File: src/rtl/fetch_unit_if.sv
// Signal bundle between the fetch unit, instruction memory, the redirect source and decode.
// The master modport is the fetch unit's view; the slave modport is the environment's view.
interface fetch_unit_if;
  logic        redirect_valid;
  logic [31:0] redirect_pc;
  logic        imem_req;
  logic [31:0] imem_addr;
  logic        imem_gnt;
  logic        imem_rvalid;
  logic [31:0] imem_rdata;
  logic        instr_valid;
  logic [31:0] instr;
  logic [31:0] instr_pc;
  logic        instr_ready;

  modport master (
    input  redirect_valid, redirect_pc, imem_gnt, imem_rvalid, imem_rdata, instr_ready,
    output imem_req, imem_addr, instr_valid, instr, instr_pc
  );

  modport slave (
    output redirect_valid, redirect_pc, imem_gnt, imem_rvalid, imem_rdata, instr_ready,
    input  imem_req, imem_addr, instr_valid, instr, instr_pc
  );
endinterface

File: src/rtl/fetch_unit.sv
// Instruction fetch stage: PC, single-outstanding imem requests, small {pc, word} buffer
// in front of decode, and flush/restart on redirect.
module fetch_unit #(
  parameter logic [31:0] RESET_PC   = 32'h0000_0000,
  parameter int unsigned FIFO_DEPTH = 2
) (
  input logic          clk,
  input logic          rst_n,
  fetch_unit_if.master bus
);

  localparam int unsigned PtrW = (FIFO_DEPTH > 1) ? $clog2(FIFO_DEPTH) : 1;
  localparam int unsigned CntW = $clog2(FIFO_DEPTH + 1);

  typedef enum logic [1:0] {StIdle, StWait, StDrop} state_e;

  state_e          state_q, state_d;
  logic [31:0]     pc_q, pc_d;
  logic [31:0]     req_pc_q, req_pc_d;
  logic [31:0]     fifo_pc_q   [FIFO_DEPTH];
  logic [31:0]     fifo_word_q [FIFO_DEPTH];
  logic [PtrW-1:0] rd_ptr_q, rd_ptr_d;
  logic [PtrW-1:0] wr_ptr_q, wr_ptr_d;
  logic [CntW-1:0] count_q, count_d;

  logic full, req, grant, push, pop, not_empty;
  logic unused_redirect_lsb;

  assign unused_redirect_lsb = ^bus.redirect_pc[1:0];

  assign full      = (count_q == CntW'(FIFO_DEPTH));
  assign not_empty = (count_q != '0);

  // rst_n gates the request so it drops the moment reset is asserted.
  assign req   = rst_n && (state_q == StIdle) && !full && !bus.redirect_valid;
  assign grant = req && bus.imem_gnt;
  assign push  = (state_q == StWait) && bus.imem_rvalid && !bus.redirect_valid;
  assign pop   = not_empty && bus.instr_ready;

  assign bus.imem_req    = req;
  assign bus.imem_addr   = pc_q;
  assign bus.instr_valid = not_empty;
  assign bus.instr       = not_empty ? fifo_word_q[rd_ptr_q] : '0;
  assign bus.instr_pc    = not_empty ? fifo_pc_q[rd_ptr_q] : '0;

  always_comb begin
    state_d  = state_q;
    pc_d     = pc_q;
    req_pc_d = req_pc_q;
    if (bus.redirect_valid) begin
      pc_d = {bus.redirect_pc[31:2], 2'b00};
      unique case (state_q)
        StWait:  state_d = bus.imem_rvalid ? StIdle : StDrop;
        StDrop:  state_d = bus.imem_rvalid ? StIdle : StDrop;
        default: state_d = StIdle;
      endcase
    end else begin
      unique case (state_q)
        StIdle: begin
          if (grant) begin
            req_pc_d = pc_q;
            pc_d     = pc_q + 32'd4;
            state_d  = StWait;
          end
        end
        StWait, StDrop: begin
          if (bus.imem_rvalid) state_d = StIdle;
        end
        default: state_d = StIdle;
      endcase
    end
  end

  always_comb begin
    rd_ptr_d = rd_ptr_q;
    wr_ptr_d = wr_ptr_q;
    count_d  = count_q;
    if (bus.redirect_valid) begin
      // A same-cycle pop is consumed by decode; the flush discards everything else.
      rd_ptr_d = '0;
      wr_ptr_d = '0;
      count_d  = '0;
    end else begin
      if (pop)  rd_ptr_d = rd_ptr_q + PtrW'(1);
      if (push) wr_ptr_d = wr_ptr_q + PtrW'(1);
      if (push && !pop) begin
        count_d = count_q + CntW'(1);
      end else if (pop && !push) begin
        count_d = count_q - CntW'(1);
      end
    end
  end

  always_ff @(posedge clk or negedge rst_n) begin
    if (!rst_n) begin
      state_q  <= StIdle;
      pc_q     <= {RESET_PC[31:2], 2'b00};
      req_pc_q <= '0;
      rd_ptr_q <= '0;
      wr_ptr_q <= '0;
      count_q  <= '0;
    end else begin
      state_q  <= state_d;
      pc_q     <= pc_d;
      req_pc_q <= req_pc_d;
      rd_ptr_q <= rd_ptr_d;
      wr_ptr_q <= wr_ptr_d;
      count_q  <= count_d;
    end
  end

  always_ff @(posedge clk or negedge rst_n) begin
    if (!rst_n) begin
      for (int i = 0; i < int'(FIFO_DEPTH); i++) begin
        fifo_pc_q[i]   <= '0;
        fifo_word_q[i] <= '0;
      end
    end else if (push) begin
      fifo_pc_q[wr_ptr_q]   <= req_pc_q;
      fifo_word_q[wr_ptr_q] <= bus.imem_rdata;
    end
  end

endmodule
File: src/flat_wrapper.sv
// flat-port wrapper written by rule: the top's interface ports become plain ports
module fetch_unit_flat 
#(
  parameter logic [31:0] RESET_PC   = 32'h0000_0000,
  parameter int unsigned FIFO_DEPTH = 2
)
  (clk, rst_n, bus_redirect_valid, bus_redirect_pc, bus_imem_gnt, bus_imem_rvalid, bus_imem_rdata, bus_instr_ready, bus_imem_req, bus_imem_addr, bus_instr_valid, bus_instr, bus_instr_pc);
  fetch_unit_if bus_i ();
  input logic clk;
  input logic rst_n;
  input wire logic [$bits(bus_i.redirect_valid)-1:0] bus_redirect_valid;
  input wire logic [$bits(bus_i.redirect_pc)-1:0] bus_redirect_pc;
  input wire logic [$bits(bus_i.imem_gnt)-1:0] bus_imem_gnt;
  input wire logic [$bits(bus_i.imem_rvalid)-1:0] bus_imem_rvalid;
  input wire logic [$bits(bus_i.imem_rdata)-1:0] bus_imem_rdata;
  input wire logic [$bits(bus_i.instr_ready)-1:0] bus_instr_ready;
  output wire logic [$bits(bus_i.imem_req)-1:0] bus_imem_req;
  output wire logic [$bits(bus_i.imem_addr)-1:0] bus_imem_addr;
  output wire logic [$bits(bus_i.instr_valid)-1:0] bus_instr_valid;
  output wire logic [$bits(bus_i.instr)-1:0] bus_instr;
  output wire logic [$bits(bus_i.instr_pc)-1:0] bus_instr_pc;
  assign bus_i.redirect_valid = bus_redirect_valid;
  assign bus_i.redirect_pc = bus_redirect_pc;
  assign bus_i.imem_gnt = bus_imem_gnt;
  assign bus_i.imem_rvalid = bus_imem_rvalid;
  assign bus_i.imem_rdata = bus_imem_rdata;
  assign bus_i.instr_ready = bus_instr_ready;
  assign bus_imem_req = bus_i.imem_req;
  assign bus_imem_addr = bus_i.imem_addr;
  assign bus_instr_valid = bus_i.instr_valid;
  assign bus_instr = bus_i.instr;
  assign bus_instr_pc = bus_i.instr_pc;
  fetch_unit #(.RESET_PC(RESET_PC), .FIFO_DEPTH(FIFO_DEPTH)) u_core (.clk(clk), .rst_n(rst_n), .bus(bus_i));
endmodule
File: config.mk
export PLATFORM = sky130hd
export DESIGN_NAME = fetch_unit_flat
export DESIGN_NICKNAME = d
export VERILOG_FILES = /design/src/rtl/fetch_unit_if.sv /design/src/rtl/fetch_unit.sv /design/src/flat_wrapper.sv
export SDC_FILE = /design/constraint.sdc
export NUM_CORES = 1
export LEC_CHECK = 0
export CAP_MARGIN = 20
export CORE_AREA = 4 4 130 132
export CTS_CLUSTER_DIAMETER = 150
export DETAILED_ROUTE_END_ITERATION = 7
export DIE_AREA = 0 0 134 136
export GPL_TIMING_DRIVEN = 0
export PLACE_DENSITY_LB_ADDON = 0.05
export SYNTH_ARGS = -nofsm -noshare
export SYNTH_HDL_FRONTEND = slang
export SYNTH_SLANG_ARGS = --single-unit
File: constraint.sdc
create_clock -name clk -period 4.6 [get_ports clk]
set_clock_uncertainty 0.1 [all_clocks]
set_input_delay 0.92 -clock clk [delete_from_list [all_inputs] [get_ports clk]]
set_output_delay 0.92 -clock clk [all_outputs]
set_load 0.02 [all_outputs]
==> results of run 1 <==
-- worst max-delay path, cell delays in order --
cell                              delay [ns]
sky130_fd_sc_hd__clkdlybuf4s50_1        0.60
sky130_fd_sc_hd__clkbuf_1               0.45
sky130_fd_sc_hd__clkbuf_1               0.50
sky130_fd_sc_hd__nor3_1                 0.15
sky130_fd_sc_hd__clkdlybuf4s50_1        0.58
-- layout by cell type (no fill, tap or decap), drive strengths merged, types with 2 or more instances in the layout --
master and instances:
a21o 3, a21oi 11, a22oi 4, a31oi 4, and2 4, and3 2
and4 4, buf 23, clkbuf 46, clkdlybuf4s50 160, clkinv 5, conb 4
dfrtp 190, ha 3, inv 15, mux2 125, mux2i 63, nand2 114
nand3 21, nand4 8, nor2 81, nor3 5, o211ai 6, o21ai 16
o221a 3, o22ai 2, o311ai 4, o31ai 2, or3 3, or4 3
xnor2 4, xor2 6
-- cell families after synthesis --
kind of cell	Yosys count	synth area share, %
XOR/XNOR	10	1.01
adder cells (fa/ha/maj)	3	0.431
other	1	0.0430
AO/OA/AOI/OAI	65	5.05
AND/OR/NAND/NOR	252	12.8
flip-flops	190	54.6
buffers and inverters	56	2.74
multiplexers	188	23.4
-- Yosys cell counts (7+ instances only) --
master	number
sky130_fd_sc_hd__inv_1	7
sky130_fd_sc_hd__buf_2	11
sky130_fd_sc_hd__nand4_1	8
sky130_fd_sc_hd__nor2_1	81
sky130_fd_sc_hd__a21oi_1	11
sky130_fd_sc_hd__mux2i_1	63
sky130_fd_sc_hd__mux2_2	125
sky130_fd_sc_hd__clkbuf_1	28
sky130_fd_sc_hd__o21ai_0	16
sky130_fd_sc_hd__nand3_1	20
sky130_fd_sc_hd__dfrtp_1	190
sky130_fd_sc_hd__nand2_1	114
-- area by class of cell --
type / count / area [um2]
inverters: 8 / 30.0
clock inverters: 14 / 148
well taps: 216 / 270
plain buffers: 48 / 209
clock buffers: 18 / 439
repair buffers: 163 / 1650
flip-flops and latches: 190 / 4750
fillers: 1140 / 4480
multi-input cells: 522 / 3730
-- path summary, 6_finish.rpt --
check                                           to  slack, ns  depth (start not counted)
setup reg to reg               u_core.req_pc_q[18]       2.06                          9
hold reg to reg                u_core.req_pc_q[15]       0.40                          2
hold / removal              u_core.fifo_word_q[40]       0.36                          1
max in group asynchronous  u_core.bus.imem_addr[6]       3.09                          2
setup / recovery                      bus_imem_req       0.38                          5
min in group clk               u_core.req_pc_q[15]       0.40                          2
-- where the power goes --
group          switching [uW]  internal [uW]  leakage, uW  total (uW)
Sequential                205           1950      0.00251        2160
Combinational             320            367      0.00215         687
Clock                     671            781     0.000286        1450
-- stage by stage --
stage	area [um2]	hold WS (ns)	std cells
after floorplan	8720	0.358	768
after global placement	10600	0.376	1145
after detailed placement	10600	0.390	1147
after CTS	11200	0.379	1179
after global routing	11200	0.406	1179
final	11200	0.365	1179
-- registers in the layout, summed over array words and instances (netlist names) --
signal	flops
u_core.bus.imem_addr	30
u_core.count_q	2
u_core.fifo_pc_q	60
u_core.fifo_word_q	64
u_core.rd_ptr_q	1
u_core.req_pc_q	30
u_core.state_q	2
u_core.wr_ptr_q	1
-- layer usage --
layer  up-vias  part of all wire (%)  wire length (um)
li1       3017                     -                 -
met1      3272                    42              9070
met2       267                    49             10700
met3        37                   6.3              1370
met4         0                   2.2               474
met5         -                     0                 0
==> impl_metrics.json, run 1 <==
{
  "setup.worst_path.class": "primary input to output port",
  "syn_area_um2": 8710,
  "tritoncts": "built",
  "layout_setup_ws_ns": 0.378,
  "setup_tns_ns": 0,
  "firstDrtPassIters": 5,
  "layout-drive-gt1-share_pct": 19.0,
  "grtUsageMet3_pct": 4.37,
  "cts-hold-fix-buffers": 0,
  "post_drt_via_cell_ratio": 5.59,
  "timing.fmax_ghz": 0.237,
  "cts_htree_levels": 4,
  "hold_viol_final": 0,
  "grt_setup_unrepaired": "false",
  "routed_wirelength_um": 21600,
  "yosysTopAreaCellShare_pct": 54.6,
  "row_count": 46,
  "power_per_cell_area_nw_per_um2": 382,
  "total_leakage_power_uw": 0.00495,
  "ctsRootBufferMaster": "sky130_fd_sc_hd__clkbuf_16",
  "grt_use_met2_pct": 40.8,
  "cts_post_setup_buffers_inserted": 0,
  "timing.rr.start": "u_core.state_q[0]",
  "detail_route.iter0.violations": 500,
  "timing.critical_path.to_type": "output port",
  "netlist.top_cell.by_area": "sky130_fd_sc_hd__dfrtp_1",
  "relSlewSlack_pct": 42.4,
  "run_status": "finished clean",
  "post_synth_inst_count": 765,
  "die_area_um2": 18200,
  "final_core_utilization_pct": 71.5,
  "antenna_found_initial": 0,
  "insertion_delay_ns": 0.43,
  "place.gp.congestion": 0.857,
  "critical_path.max_fanout": 10,
  "fin_crit_ns": 4.22,
  "yosysWarningCount": 0,
  "timing.critical_path.from_type": "primary input",
  "cp-startpoint": "bus_redirect_valid",
  "cts_inserted_buffers": 17,
  "timing_worst_slew_pin_value_ns": 0.861,
  "report.final.slew_viol_count": 0,
  "hpwlAfterDp_um": 15300,
  "postSynthRegisterBits": 190,
  "ys_types": 51,
  "grt.busiest_layer": "met2",
  "floorplan.core_area_um2": 15700,
  "netlist_top_cells_area": "sky130_fd_sc_hd__dfrtp_1 55%, sky130_fd_sc_hd__mux2_2 16%, sky130_fd_sc_hd__mux2i_1 7.2%",
  "clkSinkCount": 190,
  "initial_core_util_pct": 55.5,
  "cts-root-to-sink-buffers": 2,
  "asyncSetResetFlopFracSynth_pct": 100,
  "hold_class": "primary input to async pin",
  "num-nets-final": 1023,
  "detail_route.drc_violations": 0,
  "grt-ovfl-total": 0,
  "die_x_extent_um": 134,
  "power.total_uw": 4290,
  "vdd_drop_max_mv": 0.297,
  "grt_pass1_vias": 6725,
  "maximum_number_of_pins_on_one_net_before_global_route_repair": 113,
  "timing.max_cap.violations": 0,
  "global_route.usage.total_pct": 24.3,
  "finalSetupViolations": 0,
  "port_buffers": 161,
  "syn_avg_cell_area_um2": 11.4,
  "ios": 168,
  "grt.met1_usage_pct": 32.1,
  "timing.critical_path.required_ns": 3.58,
  "die_h_um": 136,
  "global_route_wire_length_before_repair_um": 34900,
  "count_of_antenna_diodes_in_the_layout": 0,
  "drt.antenna.violating_nets": 0,
  "most_frequently_used_flop_master_after_synthesis": "sky130_fd_sc_hd__dfrtp_1",
  "period_share_pct": 91.8,
  "cts_repair_resize_count": 0,
  "vias": 6593,
  "clk_pin_slew_ns": 0.07,
  "place_ws_ns": 0.393,
  "drt-wirelength-per-cell_um": 18.3,
  "synth-edff-count": 0,
  "synth-seq-area-share_pct": 54.6,
  "area_delta_synth_final_pct": 28.9,
  "worst-endpoint-arrival_ns": 3.20
}
Power figures use the tool's default switching activity.
==> run 2, diff against run 1 <==
CAP_MARGIN = not set   (was 20)
==> run 2 against run 1 <==
Compared with the run above: die area did not move; sequential power is essentially flat; first-iteration DRC count fell by 13%; worst hold slack worse by 0.0051 ns; critical path depth stayed put; critical path type unchanged.
==> impl_metrics.json, run 2 (synthesis results as in run 1) <==
{
  "area_delta_synth_final_pct": 28.9,
  "layout-drive-gt1-share_pct": 18.9,
  "timing.critical_path.to_type": "output port",
  "grt-ovfl-total": 0,
  "setup_tns_ns": 0,
  "cts_inserted_buffers": 17,
  "maximum_number_of_pins_on_one_net_before_global_route_repair": 113,
  "grt_pass1_vias": 6841,
  "hold_class": "primary input to async pin",
  "largest_registers": "u_core.fifo_word_q (64), u_core.fifo_pc_q (60)",
  "largest-register": "u_core.fifo_word_q",
  "cp.buffers_inverters": 4,
  "timing.critical_path.from_type": "primary input",
  "commonest_non_fill_non_tap_cell_in_the_layout": "sky130_fd_sc_hd__dfrtp_1",
  "cts_htree_levels": 4,
  "run_status": "finished clean",
  "die_x_extent_um": 134,
  "hold_viol_final": 0,
  "cts_post_setup_buffers_inserted": 0,
  "critical_path.max_fanout": 10,
  "vias": 6572,
  "timing_worst_slew_pin_value_ns": 1.31,
  "hpwlAfterDp_um": 15300,
  "finalInstanceArea_um2": 11200,
  "die_h_um": 136,
  "timing.critical_path.required_ns": 3.58,
  "ctsRootBufferMaster": "sky130_fd_sc_hd__clkbuf_16",
  "cp-startpoint": "bus_redirect_valid",
  "row_count": 46,
  "drt-wirelength-per-cell_um": 18.3,
  "setup.worst_path.class": "primary input to output port",
  "cts-root-to-sink-buffers": 2,
  "grt_setup_unrepaired": "false",
  "post_drt_via_cell_ratio": 5.58,
  "timing.rr.start": "u_core.state_q[1]",
  "largest_reg_flops": 64,
  "routed_wirelength_um": 21500,
  "detail_route.drc_violations": 0,
  "tritoncts": "built",
  "worst-endpoint-arrival_ns": 3.13,
  "drt.antenna.violating_nets": 0,
  "fin_crit_ns": 4.15,
  "antenna_found_initial": 0,
  "worstSetupPathDepth": 5,
  "total_leakage_power_uw": 0.00495,
  "firstDrtPassIters": 5,
  "report.final.slew_viol_count": 0,
  "initial_core_util_pct": 55.5,
  "cts_repair_resize_count": 0,
  "cell_at_the_slowest_stage_of_the_critical_path": "sky130_fd_sc_hd__clkdlybuf4s50_1",
  "timing.critical_path.cells": "clkdlybuf4s50_1, clkbuf_1, clkbuf_1, nor3_1, clkdlybuf4s50_1",
  "finalSetupViolations": 0,
  "timing.max_cap.violations": 0,
  "timing.hold.ws_ns": 0.360,
  "detail_route.iter0.violations": 436,
  "period_share_pct": 90.3,
  "count_of_antenna_diodes_in_the_layout": 0,
  "port_buffers": 161,
  "cp_slowest_stage_delay_ns": 0.60,
  "vdd_drop_max_mv": 0.281,
  "clk_pin_slew_ns": 0.07,
  "power_per_cell_area_nw_per_um2": 384,
  "place.gp.congestion": 0.857,
  "floorplan.core_area_um2": 15700,
  "num-nets-final": 1022,
  "cts-hold-fix-buffers": 0,
  "worst-r2r-cell-count": 6,
  "detailed_place.area_um2": 10600,
  "insertion_delay_ns": 0.43,
  "relSlewSlack_pct": 12.3,
  "timing.fmax_ghz": 0.241,
  "global_route_wire_length_before_repair_um": 35000,
  "ios": 168,
  "endpoint": "bus_imem_req",
  "timing.rr.end": "u_core.fifo_pc_q[59]",
  "cpLargestDelayFamily": "buffers and inverters",
  "clkSinkCount": 190,
  "die_area_um2": 18200,
  "timing.reg2reg.setup_slack_ns": 1.69,
  "most-common-layout-cells": "190 x sky130_fd_sc_hd__dfrtp_1, 160 x sky130_fd_sc_hd__clkdlybuf4s50_1, 125 x sky130_fd_sc_hd__mux2_2, 114 x sky130_fd_sc_hd__nand2_1, 81 x sky130_fd_sc_hd__nor2_1",
  "global_route.usage.total_pct": 24.5
}
[run 2: through the flow]
step / total power (uW) / setup WS [ns] / util [%] / cells
global route: 4520 / 0.301 / 71.5 / 1178
global placement: 2820 / -5.97 / 67.5 / 1145
detailed placement: 2870 / 0.429 / 67.7 / 1146
floorplan: 2560 / 1.75 / - / 768
finish: 4310 / 0.446 / 71.5 / 1178
CTS: 4340 / 0.431 / 71.5 / 1178
[run 2: final cells by class]
| type | instances | area, um2 |
|---|---|---|
| clock inverter | 14 | 150 |
| sequential | 190 | 4750 |
| timing repair buffer | 162 | 1640 |
| multi-input combinational | 522 | 3730 |
| tap | 216 | 270 |
| clock buffer | 18 | 439 |
| fill | 1137 | 4480 |
| buffer | 48 | 209 |
| inverter | 8 | 30.0 |
[run 2: worst reg2reg max path: stages (launching register included)]
cell and delay [ns]:
sky130_fd_sc_hd__dfrtp_1 0.36, sky130_fd_sc_hd__inv_1 0.09, sky130_fd_sc_hd__ha_1 0.15, sky130_fd_sc_hd__nand2_1 0.13, sky130_fd_sc_hd__nor3_1 1.02, sky130_fd_sc_hd__clkbuf_1 0.54
sky130_fd_sc_hd__mux2_2 0.41
[run 2: per-layer routing]
layer / routed length [um] / vias up / track usage (%)
met5: 0 / - / 0
met4: 512 / 0 / 8.63
met3: 1310 / 32 / 4.77
met2: 10700 / 253 / 40.8
met1: 8970 / 3268 / 32.3
li1: - / 3019 / -
[run 2: worst min path at each step]
stage | cells past startpoint | slack, ns | startpoint | to
finish | 1 | 0.36 | rst_n | u_core.fifo_word_q[40]
global route | 1 | 0.40 | rst_n | u_core.fifo_word_q[40]
CTS | 1 | 0.38 | rst_n | u_core.fifo_word_q[40]
detailed placement | 2 | 0.39 | u_core.req_pc_q[26] | u_core.req_pc_q[26]
global placement | 2 | 0.38 | u_core.req_pc_q[16] | u_core.req_pc_q[16]
floorplan | 2 | 0.36 | u_core.req_pc_q[2] | u_core.req_pc_q[2]
[run 2: power by group]
| group | leakage (uW) | switching (uW) | internal [uW] |
|---|---|---|---|
| logic | 0.00215 | 320 | 367 |
| clock network | 0.000287 | 684 | 783 |
| registers | 0.00251 | 204 | 1950 |
